## src/rtl/ldpc_sparse_pkg.sv

```systemverilog
// Shared definitions for the LDPC sparse B-transpose multiplier: FSM states,
// block length, tap indices and rotate amount.
package ldpc_sparse_pkg;

  typedef enum logic [2:0] {
    ST_INIT,
    ST_PING,
    ST_PONG,
    ST_WAIT_FOR_PING,
    ST_WAIT_FOR_PONG
  } states_t;

  localparam int BLOCK_LEN = 11;
  localparam int ROT_AMT   = 7;

  localparam logic [3:0] TAP_LOAD = 4'd0;
  localparam logic [3:0] TAP_XOR  = 4'd5;
  localparam logic [3:0] LAST_IDX = 4'(BLOCK_LEN - 1);

endpackage

```

## src/rtl/ldpc_bt_accum.sv

```systemverilog
// One accumulation buffer of the ping/pong pair: load or XOR a word in,
// and track whether the buffer holds a finished result.
module ldpc_bt_accum #(
  parameter int WIDTH = 96
) (
  input  logic             i_clock,
  input  logic             i_reset,
  input  logic             load,
  input  logic             xor_en,
  input  logic [WIDTH-1:0] word,
  input  logic             set_full,
  input  logic             clear_full,
  output logic [WIDTH-1:0] acc,
  output logic             full
);

  always_ff @(posedge i_clock) begin
    if (i_reset) begin
      acc  <= '0;
      full <= 1'b0;
    end else begin
      if (load) begin
        acc <= word;
      end else if (xor_en) begin
        acc <= acc ^ word;
      end
      // A buffer is never filled and drained in the same cycle, so set wins.
      if (set_full) begin
        full <= 1'b1;
      end else if (clear_full) begin
        full <= 1'b0;
      end
    end
  end

endmodule

```

## src/rtl/ldpc_sparse_mult_by_bt.sv

```systemverilog
// Transpose of the sparse B multiply: 11-word blocks in, rotr7(w0)^w5 out,
// double-buffered. Optional sticky zero check under LDPC_SPARSE_BT_ZERO_CHECK_EN.
module ldpc_sparse_mult_by_bt
  import ldpc_sparse_pkg::*;
#(
  parameter int WIDTH = 96
) (
  input  logic             i_clock,
  input  logic             i_reset,
  input  logic [WIDTH-1:0] i_input_data,
  input  logic             i_input_valid,
  output logic             o_input_ready,
  output logic [WIDTH-1:0] o_output_data,
  output logic             o_output_valid,
  input  logic             i_output_ready
`ifdef LDPC_SPARSE_BT_ZERO_CHECK_EN
  ,output logic            o_zero_error
`endif
);

  states_t fill_state, fill_next;
  states_t rd_state, rd_next;
  logic [3:0] idx;

  logic             accept;
  logic             last_beat;
  logic             out_hs;
  logic [WIDTH-1:0] rotated;
  logic [WIDTH-1:0] acc_word;
  logic             tap_load, tap_xor;

  logic             ping_load, ping_xor, ping_set, ping_clear, ping_full;
  logic             pong_load, pong_xor, pong_set, pong_clear, pong_full;
  logic [WIDTH-1:0] ping_acc, pong_acc;
  logic             ping_avail, pong_avail;

  assign o_input_ready  = (fill_state == ST_PING) || (fill_state == ST_PONG);
  assign o_output_valid = (rd_state == ST_PING) || (rd_state == ST_PONG);

  assign accept    = i_input_valid && o_input_ready;
  assign out_hs    = o_output_valid && i_output_ready;
  assign last_beat = accept && (idx == LAST_IDX);
  assign tap_load  = accept && (idx == TAP_LOAD);
  assign tap_xor   = accept && (idx == TAP_XOR);

  assign rotated  = {i_input_data[ROT_AMT-1:0], i_input_data[WIDTH-1:ROT_AMT]};
  assign acc_word = (idx == TAP_LOAD) ? rotated : i_input_data;

  assign ping_load  = tap_load && (fill_state == ST_PING);
  assign ping_xor   = tap_xor && (fill_state == ST_PING);
  assign ping_set   = last_beat && (fill_state == ST_PING);
  assign ping_clear = out_hs && (rd_state == ST_PING);
  assign pong_load  = tap_load && (fill_state == ST_PONG);
  assign pong_xor   = tap_xor && (fill_state == ST_PONG);
  assign pong_set   = last_beat && (fill_state == ST_PONG);
  assign pong_clear = out_hs && (rd_state == ST_PONG);

  // Looking at the set strobe lets readout present a block one cycle after beat 10.
  assign ping_avail = ping_full || ping_set;
  assign pong_avail = pong_full || pong_set;

  ldpc_bt_accum #(.WIDTH(WIDTH)) u_ping (
    .i_clock    (i_clock),
    .i_reset    (i_reset),
    .load       (ping_load),
    .xor_en     (ping_xor),
    .word       (acc_word),
    .set_full   (ping_set),
    .clear_full (ping_clear),
    .acc        (ping_acc),
    .full       (ping_full)
  );

  ldpc_bt_accum #(.WIDTH(WIDTH)) u_pong (
    .i_clock    (i_clock),
    .i_reset    (i_reset),
    .load       (pong_load),
    .xor_en     (pong_xor),
    .word       (acc_word),
    .set_full   (pong_set),
    .clear_full (pong_clear),
    .acc        (pong_acc),
    .full       (pong_full)
  );

  always_ff @(posedge i_clock) begin
    if (i_reset) begin
      fill_state <= ST_INIT;
      rd_state   <= ST_INIT;
      idx        <= '0;
    end else begin
      fill_state <= fill_next;
      rd_state   <= rd_next;
      if (accept) begin
        idx <= (idx == LAST_IDX) ? 4'd0 : idx + 4'd1;
      end
    end
  end

  always_comb begin
    fill_next = fill_state;
    case (fill_state)
      ST_INIT:          fill_next = ST_PING;
      ST_PING:          if (last_beat) fill_next = pong_full ? ST_WAIT_FOR_PONG : ST_PONG;
      ST_PONG:          if (last_beat) fill_next = ping_full ? ST_WAIT_FOR_PING : ST_PING;
      ST_WAIT_FOR_PING: if (!ping_full) fill_next = ST_PING;
      ST_WAIT_FOR_PONG: if (!pong_full) fill_next = ST_PONG;
      default:          fill_next = ST_INIT;
    endcase
  end

  always_comb begin
    rd_next = rd_state;
    case (rd_state)
      ST_INIT:          rd_next = ST_WAIT_FOR_PING;
      ST_WAIT_FOR_PING: if (ping_avail) rd_next = ST_PING;
      ST_WAIT_FOR_PONG: if (pong_avail) rd_next = ST_PONG;
      ST_PING:          if (out_hs) rd_next = pong_avail ? ST_PONG : ST_WAIT_FOR_PONG;
      ST_PONG:          if (out_hs) rd_next = ping_avail ? ST_PING : ST_WAIT_FOR_PING;
      default:          rd_next = ST_INIT;
    endcase
  end

  always_comb begin
    o_output_data = '0;
    case (rd_state)
      ST_PING: o_output_data = ping_acc;
      ST_PONG: o_output_data = pong_acc;
      default: o_output_data = '0;
    endcase
  end

`ifdef LDPC_SPARSE_BT_ZERO_CHECK_EN
  // Words off the taps should be zero in a well-formed codeword block.
  always_ff @(posedge i_clock) begin
    if (i_reset) begin
      o_zero_error <= 1'b0;
    end else if (accept && (idx != TAP_LOAD) && (idx != TAP_XOR) && (|i_input_data)) begin
      o_zero_error <= 1'b1;
    end
  end
`endif

endmodule

```

## config.mk

```make
export PLATFORM = sky130hd
export DESIGN_NAME = ldpc_sparse_mult_by_bt
export DESIGN_NICKNAME = d
export VERILOG_FILES = /design/src/rtl/ldpc_sparse_pkg.sv /design/src/rtl/ldpc_bt_accum.sv /design/src/rtl/ldpc_sparse_mult_by_bt.sv
export SDC_FILE = /design/constraint.sdc
export NUM_CORES = 1
export LEC_CHECK = 0
export CORE_ASPECT_RATIO = 1.25
export CORE_MARGIN = 2
export CORE_UTILIZATION = 30
export DETAILED_ROUTE_END_ITERATION = 12
export SYNTH_ARGS = -nofsm -noshare
export SYNTH_HDL_FRONTEND = slang
export SYNTH_SLANG_ARGS = --single-unit
```

## constraint.sdc

```tcl
create_clock -name i_clock -period 4.6 [get_ports i_clock]
set_clock_uncertainty 0.05 [all_clocks]
set_input_delay 0.92 -clock i_clock [delete_from_list [all_inputs] [get_ports i_clock]]
set_output_delay 0.92 -clock i_clock [all_outputs]
set_load 0.01 [all_outputs]
```

# Word-level counts from Yosys, hierarchy flattened
# Index checks and enable logic that the tools add are counted.
# Widths: inputs -> output; s select.
[word_totals]
word_cells = 79
register_bits = 204
input_bits = 100
out_inout_bits = 98
[classes]
reduce_logical = 26
bitwise = 2
eq_ne = 18
muxes = 25
addsub = 1
[ops]
columns = ["op", "count"]
rows = [
  ["$mux 96", 5],
  ["$pmux 96 s2", 1],
  ["$xor 96x96->96", 2],
  ["$mux 3", 10],
  ["$pmux 3 s5", 2],
  ["$ne 2x2->1 const B", 8],
  ["$logic_and 1x1->1", 13],
  ["$eq 3x2->1 const B", 4],
  ["$reduce_and 4->1", 2],
  ["$reduce_bool 2->1", 4],
  ["$eq 3x1->1 const B", 2],
  ["$eq 3x3->1 const B", 2],
  ["$logic_not 3->1", 2],
  ["$add 4x1->4 const B", 1],
  ["$eq 4x3->1 const B", 1],
  ["$eq 4x4->1 const B", 1],
  ["$logic_not 4->1", 1],
  ["$logic_or 1x1->1", 4],
  ["$mux 1", 4],
  ["$mux 2", 2],
  ["$mux 4", 1],
]

# Longest topological paths before layout
# Gate-level depths: netlist of run 1.
[logic_depth]
depth_word = 9
depth_mapped = 8
ltp_nobuf = 4

# Hierarchy
# Synthesis of run 1 repeated with hierarchy kept, for this count alone.
[unflattened]
hier_cells = 1783
hier_area_um2 = 12746.0
[modules_own_cells]
columns = ["module", "seq_area_each_um2", "n_inst", "area_each_um2", "cells_each"]
rows = [
  ["ldpc_bt_accum", 1941.9, 2, 4952.2, 633],
  ["ldpc_sparse_mult_by_bt", 200.2, 1, 2841.5, 517],
]

# Worst setup path after synthesis of run 1
# No wires, ideal clock.
[synth_path]
path_type = "register -> output"
from = "register rd_state[1]"
to = "output port o_output_data[13]"
path_stages_with_launch = 7
path_buffers = 4
t_arrival_ns = 1.714
required_time_ns = 3.630
setup_slack_ns = 1.916
path_cell_list = "dfxtp_1 -> clkbuf_1 -> nor3b_1 -> clkbuf_1 -> clkbuf_1 -> buf_1 -> a22o_1"
[synth_via]
elab_chain_len = 2
word_cells_on_any_way = 3
classes_between = "eq/ne (2); mux (1)"
[synth_lines]
columns = ["element", "line", "text"]
rows = [
  ["from (decl)", "ldpc_sparse_mult_by_bt.sv:22", "states_t rd_state, rd_next;"],
  ["from (signal assigned)", "ldpc_sparse_mult_by_bt.sv:93", "rd_state <= rd_next;"],
  ["$eq 3x2->1 or $eq 3x1->1 (tied branches)", "ldpc_sparse_mult_by_bt.sv:126", "case (rd_state)"],
  ["$pmux 96 s2 (*)", "ldpc_sparse_mult_by_bt.sv:126", ""],
  ["to (decl)", "ldpc_sparse_mult_by_bt.sv:13", "output logic [WIDTH-1:0] o_output_data,"],
]
# Mark *: on every way between the ends. The rest lies on a longest branch, timed or not.

# Final worst setup path of run 1
[layout_path]
from = "register rd_state[1]"
to = "output port o_output_data[95]"
# Same word-level chain as after synthesis.

==> results of run 1 <==
-- layer usage --
layer,track usage (%),share of wire (%)
met5,0,0
met4,4.63,2.1
met3,2.06,4.8
met2,29.7,48
met1,24.1,46
-- kinds of logic (layout without fill, tap and decap cells) --
kind of cell / Yosys count / count (layout) / synth area share (%)
XOR/XNOR: 3 / 3 / 0.237
AO/OA/AOI/OAI: 689 / 689 / 45.4
other: 0 / 1 / 0
multiplexers: 98 / 98 / 8.84
buffers and inverters: 146 / 252 / 6.16
AND/OR/NAND/NOR: 50 / 50 / 2.66
flip-flops: 204 / 204 / 36.8
-- power groups by stage --
stage | clock (mW) | sequential (mW) | combinational (mW)
detailed placement | 0 | 1.90 | 0.756
global placement | 0 | 1.90 | 0.746
floorplan | 0 | 1.89 | 0.463
global route | 1.92 | 1.87 | 0.813
finish | 1.81 | 1.87 | 0.756
CTS | 1.85 | 1.86 | 0.759
-- path summary, 6_finish.rpt --
path                                  start                end  slack [ns]  cells after the start
worst max-delay path            rd_state[1]  o_output_data[95]        0.94                      4
worst min-delay path            u_ping.full        u_ping.full        0.42                      2
worst max register to register       idx[0]     u_pong.acc[44]        1.68                      5
worst min register to register  u_ping.full        u_ping.full        0.42                      2
-- layout make-up --
cell class              instances  area (sq um)
fillers                      3608         22400
multi-input cells             840          6380
flip-flops and latches        204          4080
repair buffers                211          2180
clock buffers                  40           729
well taps                     480           601
inverters                       1          3.75
diodes                          1          2.50
-- flip-flops by register name, summed over array words and instances (netlist names) --
register,cells
u_ping.acc,96
u_pong.acc,96
idx,4
fill_state,3
rd_state,3
u_ping.full,1
u_pong.full,1
-- cells in the mapped netlist --
| master | number |
|---|---|
| a2111oi_0 | 2 |
| a211o_1 | 192 |
| a21o_1 | 1 |
| a21oi_1 | 197 |
| a221oi_1 | 1 |
| a22o_1 | 96 |
| a22oi_1 | 1 |
| a311oi_1 | 1 |
| a32oi_1 | 1 |
| and2_1 | 1 |
| and3_1 | 2 |
| and3b_1 | 2 |
| and4bb_1 | 2 |
| buf_1 | 4 |
| buf_2 | 28 |
| buf_4 | 5 |
| buf_6 | 11 |
| clkbuf_1 | 97 |
| dfxtp_1 | 204 |
| inv_1 | 1 |
| mux2_2 | 1 |
| mux2i_1 | 97 |
| nand2_1 | 11 |
| nand2b_1 | 3 |
| nand3_1 | 2 |
| nand3b_1 | 1 |
| nand4_1 | 1 |
| nor2_1 | 10 |
| nor2b_1 | 3 |
| nor3_1 | 1 |
| nor3b_1 | 4 |
| nor4_1 | 2 |
| nor4bb_1 | 1 |
| o2111ai_1 | 1 |
| o211ai_1 | 193 |
| o21ai_0 | 3 |
| or2_2 | 1 |
| or3_1 | 1 |
| or4b_1 | 1 |
| or4b_4 | 1 |
| xor2_1 | 3 |
-- stage by stage --
step	util (%)	cells	instance area, sq um	power, mW
after floorplan	-	1190	11100	2.35
after global placement	36.4	1736	13200	2.65
after global routing	38.4	1777	14000	4.61
after CTS	38.4	1776	14000	4.48
after detailed placement	36.4	1736	13200	2.66
final	38.4	1777	14000	4.43
-- worst max-delay path: cells and delay by family (launching register included) --
family / cells / cell delay (ns)
compound gates: 1 / 0.28
simple gates: 1 / 0.30
buf+inv: 2 / 1.02
flops: 1 / 0.48
==> key figures, run 1 <==
Timing
  – Min cycle time layout: approximately 3.7 ns
  – # setup viols final: 0
  – RSZ-0062 raised after global routing: false
  – Hold_ws: approximately 0.42 ns
  – Setup WS post-layout: about 0.94 ns
  – Worst-Margin Slew: around 1.1 ns
  – Fin. max-slew vios: 0
  – Setup TNS: 0 ns
  – Slew margin rel.: roughly a quarter
  – Final worst path period share: between 70 and 80%
  – Peak Freq: roughly 270 MHz
  – Final hold vios: 0

Detailed routing
  – Routed Antenna Nets: 0
  – Pre-antenna DRT Iters: 5
  – Vias: between 10000 and 15000
  – DR iter-0 viols: between 700 and 800
  – Via-per-instance ratio: slightly below 6
  – DRC violations left: 0
  – Routed len/inst: ~20 um
  – Total wire length: around 36000 um

Power and ir drop
  – Internal power: ~3.2 mW
  – LEAKAGE: roughly 5 nW
  – Seq pwr share: a little over two fifths
  – Pwr/cell area: ~320 nW/um^2
  – Switching Fraction: between 20% and 30%
  – Worst VDD drop: between 0.00015 and 0.0002 V
  – Clock power share: about two fifths
  – Fraction of power consumed by combinational cells: between 15 and 20%
  – Switching power: 1.25 mW

Cells and area
  – Layout area overhead: 25.8%
  – Most common cell after layout, fill and taps aside: dfxtp_1
  – Nets@finish: 1381
  – Most frequent cells in the layout: dfxtp_1, a21oi_1, clkdlybuf4s50_1
  – Layout cells sized above 1: under 10%

Setup path
  – Critical path peak fanout: 98
  – Critical Path Source Type: flop
  – WS Path Type: flop to output pin
  – Max incr delay on CP: around 0.57 ns
  – Critical path arrival: between 2 and 3 ns
  – Data required time of the worst path: ~3.6 ns
  – Critical Path Sink Type: output pin
  – CP max-delay cell: clkdlybuf4s50_1
  – Critical-path cell list: nor3b_2 > buf_12 > a22o_1 > clkdlybuf4s50_1

Global route
  – Global route total overflow: 0
  – All-layer global routing usage: around 18%
  – Antenna violations before repair: 1
  – Pin count of the biggest net entering global routing: ~130
  – Global-route wire length before repair: approximately 55000 um
  – Vias in the first global route: 9577

Clock tree
  – Worst-path clk slew: ~0.060 ns
  – # clock sinks: between 200 and 250
  – Postcts setup bufs: 0
  – Root buffer cell: clkbuf_16
  – Post-cts resize count: 0
  – CTS tree: yes
  – Max clock buf depth: 3
  – Number of hold buffers added after cts: 0
  – CTS H-tree depth: 1
  – Skew-Pair Late Insertion Delay: 0.50 ns
  – CTS buffer count: 23

Synth
  – Yosys warning total: 0
  – Net Count, Synth: around 1300
  – Library cells used by synthesis: 41
  – Post-synth top area share: approximately 37%
  – Synth Instances: between 1000 and 1500
  – Mean Syn Cell Area: between 9 and 10 sq um
  – Area contributors post-synth: dfxtp_1, a211o_1, o211ai_1
  – Sequential area share after synthesis: around 37%
  – Synthesized cell area: 11100 sq um
  – Yosys reg bits: about 200
  – Post-synthesis cell type with the largest combined area: dfxtp_1

Status
  – Status: completed

Placement
  – Post-Place Worst Slack: a little under 1 ns
  – Post-DP HPWL: approximately 22000 um
  – GPL Wtd Cong: 0.777
  – IO Port Bufs: 197

Floorplan
  – Die H: about 220 um
  – IO Pins: roughly 200
  – Area of the core: 36400 sq um
  – Die width: about 180 um
  – Starting Density: between 30% and 40%
  – Row cnt: 78
  – DIE AREA: around 39000 sq um

Hold path
  – Worst min-delay path class: flop to flop

Run
  – Max_cap viols: 0
No activity file was read; power rests on OpenSTA's default activity.
==> run 2: changes to the inputs <==
==> constraint.sdc (replaced) <==
create_clock -name i_clock -period 3.2 [get_ports i_clock]
set_clock_uncertainty 0.05 [all_clocks]
set_input_delay 0.64 -clock i_clock [delete_from_list [all_inputs] [get_ports i_clock]]
set_output_delay 0.64 -clock i_clock [all_outputs]
set_load 0.01 [all_outputs]
==> key figures, run 2 (synthesized netlist as in run 1, its figures left out) <==
Status
  – Status: completed (unchanged)

Global route
  – All-layer global routing usage: 18.1% (was 17.7%)
  – Pin count of the biggest net entering global routing: 103 (was 126)
  – Vias in the first global route: 9666 (was 9577)
  – Antenna violations before repair: 1 (unchanged)
  – Global route total overflow: 0 (unchanged)
  – Global-route wire length before repair: 56300 um (was 55300 um)

Timing
  – Slew margin rel.: 60.1% (was 23.9%)
  – # setup viols final: 0 (unchanged)
  – Peak Freq: around 320 MHz
  – RSZ-0062 raised after global routing: false (unchanged)
  – Final worst path period share: 96.8%
  – Final hold vios: 0 (unchanged)
  – Worst-Margin Slew: 0.598 ns (was 1.14 ns)
  – Setup TNS: 0 ns (unchanged)
  – Min cycle time layout: slightly above 3 ns
  – Fin. max-slew vios: 0 (unchanged)

Setup path
  – Critical path peak fanout: 24 (was 98)
  – Critical Path Sink Type: output pin (unchanged)
  – Flop2flop setup slack: 0.95 ns (was 1.68 ns)
  – Max incr delay on CP: 0.54 ns (was 0.57 ns)
  – Critical-path cell list: nor3b_4 > buf_12 > bufbuf_16 > a22o_1 > clkdlybuf4s50_1 (was nor3b_2 > buf_12 > a22o_1 > clkdlybuf4s50_1)
  – WS Path Type: flop to output pin (unchanged)
  – CP max-delay cell: clkdlybuf4s50_1 (unchanged)
  – Critical path arrival: 2.41 ns (was 2.69 ns)
  – Data required time of the worst path: 2.51 ns (was 3.63 ns)
  – Critical Path Source Type: flop (unchanged)

Cells and area
  – Largest regs: u_ping.acc x96, u_pong.acc x96, idx x4 (unchanged)
  – Most frequent cells in the layout: dfxtp_1, a21oi_1, clkdlybuf4s50_1 (unchanged)
  – Filler cells: 3575 (was 3608)
  – Most common cell after layout, fill and taps aside: dfxtp_1 (unchanged)
  – Sequential Area: 4090 sq um (was 4080 sq um)
  – Layout area overhead: 30.2% (was 25.8%)
  – Layout cells sized above 1: 6.50% (was 4.32%)
  – Nets@finish: 1407 (was 1381)
  – Multi-input gate area in the final layout: 6390 sq um (was 6380 sq um)
  – Final Non-Filler Cells: 1805 (was 1777)

Power and ir drop
  – Pwr/cell area: 462 nW/um^2 (was 317 nW/um^2)
  – Tot Pwr: 6.69 mW (was 4.43 mW)
  – LEAKAGE: 5.13 nW (was 4.89 nW)
  – Worst VDD drop: 0.000272 V (was 0.000165 V)

Floorplan
  – Row cnt: 78 (unchanged)
  – DIE AREA: 38600 sq um (unchanged)
  – Die width: 176 um (unchanged)
  – IO Pins: 198 (unchanged)
  – Area of the core: 36400 sq um (unchanged)
  – Die H: 219 um (unchanged)
  – Starting Density: 30.5% (unchanged)

Clock tree
  – Max clock buf depth: 3 (unchanged)
  – CTS tree: yes (unchanged)
  – Worst-path clk slew: 0.06 ns (about the same)
  – Skew-Pair Late Insertion Delay: 0.53 ns (was 0.50 ns)
  – Root buffer cell: clkbuf_16 (unchanged)
  – # clock sinks: 204 (unchanged)
  – CTS buffer count: 25 (was 23)
  – CTS H-tree depth: 1 (unchanged)

Detailed routing
  – Vias: 10600 (was 10400)
  – Routed len/inst: 20.7 um (was 20.3 um)
  – Pre-antenna DRT Iters: 5 (unchanged)
  – Via-per-instance ratio: 5.90 (was 5.87)
  – DRC violations left: 0 (unchanged)
  – Routed Antenna Nets: 0 (unchanged)
  – DR iter-0 viols: 700 (was 778)
  – Total wire length: 37300 um (was 36100 um)

Placement
  – GPL Wtd Cong: 0.777 (about the same)
  – IO Port Bufs: 197 (unchanged)
  – Placed cells: 1750 (was 1736)
  – Post-DP HPWL: 23400 um (was 22200 um)

Run
  – Max_cap viols: 0 (unchanged)

Hold path
  – Worst min-delay path class: flop to flop (unchanged)
-- run 2: repair_timing --
action	4_1_cts	5_1_grt
resized for setup	5	5
buffers inserted	2	5
gates cloned	2	1
hold buffers	0	0
setup endpoints to repair	96	32
pin swaps	0	1
-- run 2: metal layers --
metal  vias up  global-route usage (%)  share of wire (%)
met5         -                       0                  0
met3        47                    2.11                4.2
met4         0                    5.37                2.3
li1       5046                       -                  -
met1      5278                    24.7                 46
met2       277                    30.1                 48
-- run 2: report_power, final --
part | switching (mW) | total [mW] | leakage (nW) | internal [mW]
Combinational | 0.703 | 1.23 | 3.10 | 0.524
Clock | 1.12 | 2.77 | 0.382 | 1.65
Sequential | 0.0694 | 2.69 | 1.65 | 2.62
-- run 2: area by class of cell --
cell class,count,area share [%]
timing repair buffer,235,17.9
sequential,204,28.3
inverter,1,0.0259
tap,480,4.15
multi-input combinational,840,44.2
clock buffer,36,4.75
antenna,1,0.0173
clock inverter,8,0.666
-- run 2: final timing paths --
kind	cells after the start	to	from
setup / recovery	5	o_output_data[66]	rd_state[1]
hold / removal	2	u_ping.full	u_ping.full
setup reg to reg	5	u_pong.acc[67]	fill_state[0]
hold reg to reg	2	u_ping.full	u_ping.full
-- run 2: through the flow --
stage	util [%]	area (sq um)	hold slack [ns]	worst slack [ns]
2_1_floorplan	-	11100	0.394	0.796
3_3_place_gp	37.1	13500	0.411	0.254
3_5_place_dp	37.1	13500	0.428	0.258
4_1_cts	39.5	14400	0.435	0.0113
5_1_grt	39.7	14500	0.462	0.0124
6_report	39.7	14500	0.434	0.104
-- run 2: worst max-delay path: cells and delay by family (launching register included) --
family	cells	cell delay, ns
and+or+nand+nor	1	0.24
DFF	1	0.40
AOI/OAI and AO/OA	1	0.17
buffers and inverters	3	1.04
==> run 3: changes to the inputs <==
--- a/config.mk
+++ b/config.mk
@@ -9,6 +9,7 @@
 export CORE_MARGIN = 2
 export CORE_UTILIZATION = 30
 export DETAILED_ROUTE_END_ITERATION = 12
+export SETUP_SLACK_MARGIN = 0.15
 export SYNTH_ARGS = -nofsm -noshare
 export SYNTH_HDL_FRONTEND = slang
 export SYNTH_SLANG_ARGS = --single-unit
==> key figures, run 3 (synthesized netlist as in run 1, its figures left out) <==
Detailed routing
  – DRC violations left: 0 (unchanged)
  – DR iter-0 viols: 723 (was 700)
  – Via-per-instance ratio: 5.88 (was 5.90)
  – Routed Antenna Nets: 0 (unchanged)
  – Pre-antenna DRT Iters: 4 (was 5)
  – Routed len/inst: 20.8 um (was 20.7 um)
  – Total wire length: 37500 um (was 37300 um)
  – Vias: 10600 (about the same)

Power and ir drop
  – Tot Pwr: 6.71 mW (was 6.69 mW)
  – Pwr/cell area: 460 nW/um^2 (was 462 nW/um^2)
  – Worst VDD drop: 0.000272 V (about the same)
  – LEAKAGE: 5.78 nW (was 5.13 nW)

Timing
  – Final hold vios: 0 (unchanged)
  – # setup viols final: 0 (unchanged)
  – Peak Freq: 323 MHz (about the same)
  – Worst-Margin Slew: 0.596 ns (was 0.598 ns)
  – Fin. max-slew vios: 0 (unchanged)
  – Slew margin rel.: 60.3% (was 60.1%)
  – Setup TNS: 0 ns (unchanged)
  – RSZ-0062 raised after global routing: true (was false)
  – Min cycle time layout: 3.10 ns (about the same)
  – Setup WS post-layout: 0.103 ns (was 0.104 ns)
  – Hold_ws: 0.431 ns (was 0.434 ns)
  – Final worst path period share: 96.8% (about the same)

Setup path
  – Critical path arrival: 2.41 ns (about the same)
  – Critical Path Source Type: flop (unchanged)
  – Data required time of the worst path: 2.51 ns (about the same)
  – Critical-path cell list: nor3b_4 > buf_12 > bufbuf_16 > a22o_1 > clkdlybuf4s50_1 (unchanged)
  – Critical Path Sink Type: output pin (unchanged)
  – Crit path max-delay family: buffers and inverters (unchanged)
  – CP max-delay cell: clkdlybuf4s50_1 (unchanged)
  – WS Path Type: flop to output pin (unchanged)
  – Crit path buf inv count: 3 (unchanged)
  – Max incr delay on CP: 0.54 ns (about the same)
  – Critical path peak fanout: 24 (unchanged)

Cells and area
  – Layout area overhead: 31.3% (was 30.2%)
  – Fin util: 40.1% (was 39.7%)
  – Layout cells sized above 1: 6.50% (about the same)
  – Largest regs: u_ping.acc x96, u_pong.acc x96, idx x4 (unchanged)
  – Final Non-Filler Cells: 1804 (was 1805)
  – Post-Layout Inst Area: 14600 sq um (was 14500 sq um)
  – Most frequent cells in the layout: dfxtp_1, a21oi_1, o211ai_1 (was dfxtp_1, a21oi_1, clkdlybuf4s50_1)
  – Nets@finish: 1406 (was 1407)
  – Most common cell after layout, fill and taps aside: dfxtp_1 (unchanged)

Placement
  – IO Port Bufs: 197 (unchanged)
  – GPL Wtd Cong: 0.777 (unchanged)
  – Post-DP HPWL: 23400 um (unchanged)
  – Placed cells: 1750 (unchanged)
  – Post-Place Worst Slack: 0.258 ns (unchanged)
  – Placed Area: 13500 sq um (unchanged)

Clock tree
  – Root buffer cell: clkbuf_16 (unchanged)
  – CTS H-tree depth: 1 (unchanged)
  – # clock sinks: 204 (unchanged)
  – Worst-path clk slew: 0.06 ns (about the same)
  – CTS tree: yes (unchanged)
  – CTS buffer count: 25 (unchanged)
  – Skew-Pair Late Insertion Delay: 0.53 ns (about the same)
  – Max clock buf depth: 3 (unchanged)

Global route
  – Antenna violations before repair: 1 (unchanged)
  – Global-route wire length before repair: 56600 um (was 56300 um)
  – GR peak layer: met2 (unchanged)
  – Global route total overflow: 0 (unchanged)
  – All-layer global routing usage: 18.3% (was 18.1%)
  – GR Util met3: 2.10% (was 2.11%)
  – Vias in the first global route: 9723 (was 9666)
  – Met1 usage: 24.7% (about the same)
  – M2 GR Usage: 30.4% (was 30.1%)
  – Pin count of the biggest net entering global routing: 103 (unchanged)

Run
  – Max_cap viols: 0 (unchanged)

Floorplan
  – Die width: 176 um (unchanged)
  – IO Pins: 198 (unchanged)
  – Die H: 219 um (unchanged)
  – Row cnt: 78 (unchanged)
  – DIE AREA: 38600 sq um (unchanged)
  – Starting Density: 30.5% (unchanged)
  – Area of the core: 36400 sq um (unchanged)

Status
  – Status: completed (unchanged)

Hold path
  – Worst min-delay path class: flop to flop (unchanged)
==> run 3: cell count changes in the layout (fill, tap and decap cells not counted) <==
cell,delta
bufbuf_16,+1
a22o_4,+1
buf_16,+1
a22o_1,-1
clkdlybuf4s50_1,-37
dlygate4sd2_1,+4
buf_4,-2
dlymetal6s2s_1,+33
buf_6,-1
==> run 3: path summary, 6_finish.rpt <==
kind	from	endpoint	slack, ns	cells past startpoint
max reg2reg	fill_state[1]	u_pong.acc[62]	0.95	5
max	rd_state[1]	o_output_data[66]	0.10	5
min	u_ping.full	u_ping.full	0.43	2
min reg2reg	u_ping.full	u_ping.full	0.43	2
==> run 3: per-layer routing <==
layer	up-vias	routed length, um
li1	5051	-
met1	5215	16900
met2	294	18000
met3	47	1760
met5	-	0
met4	0	835
==> run 3: report_power, final <==
part | internal (mW) | switching [mW] | leakage, nW
combinational | 0.538 | 0.708 | 3.74
sequential | 2.62 | 0.0700 | 1.65
clock | 1.65 | 1.13 | 0.382
total | 4.80 | 1.91 | 5.78
==> run 3: timing repair <==
item	CTS	global route
buffers inserted	5	0
setup endpoints to repair	97	85
pin swaps	1	1
resized for setup	15	36
hold buffers	0	0
gates cloned	3	1
==> run 3: cell type report <==
class | count | area (sq um)
inverter | 1 | 3.75
tap | 480 | 601
antenna | 1 | 2.50
timing repair buffer | 234 | 2710
clock buffer | 36 | 687
clock inverter | 8 | 96.3
multi-input combinational | 840 | 6400
sequential | 204 | 4090
fill | 3569 | 21800
==> run 3: worst reg2reg max path: cells and delay by family (launching register included) <==
| kind | cells | cell delay, ns |
|---|---|---|
| and+or+nand+nor | 2 | 0.89 |
| AOI/OAI and AO/OA | 2 | 0.54 |
| DFF | 1 | 0.46 |
| buffers and inverters | 1 | 0.23 |
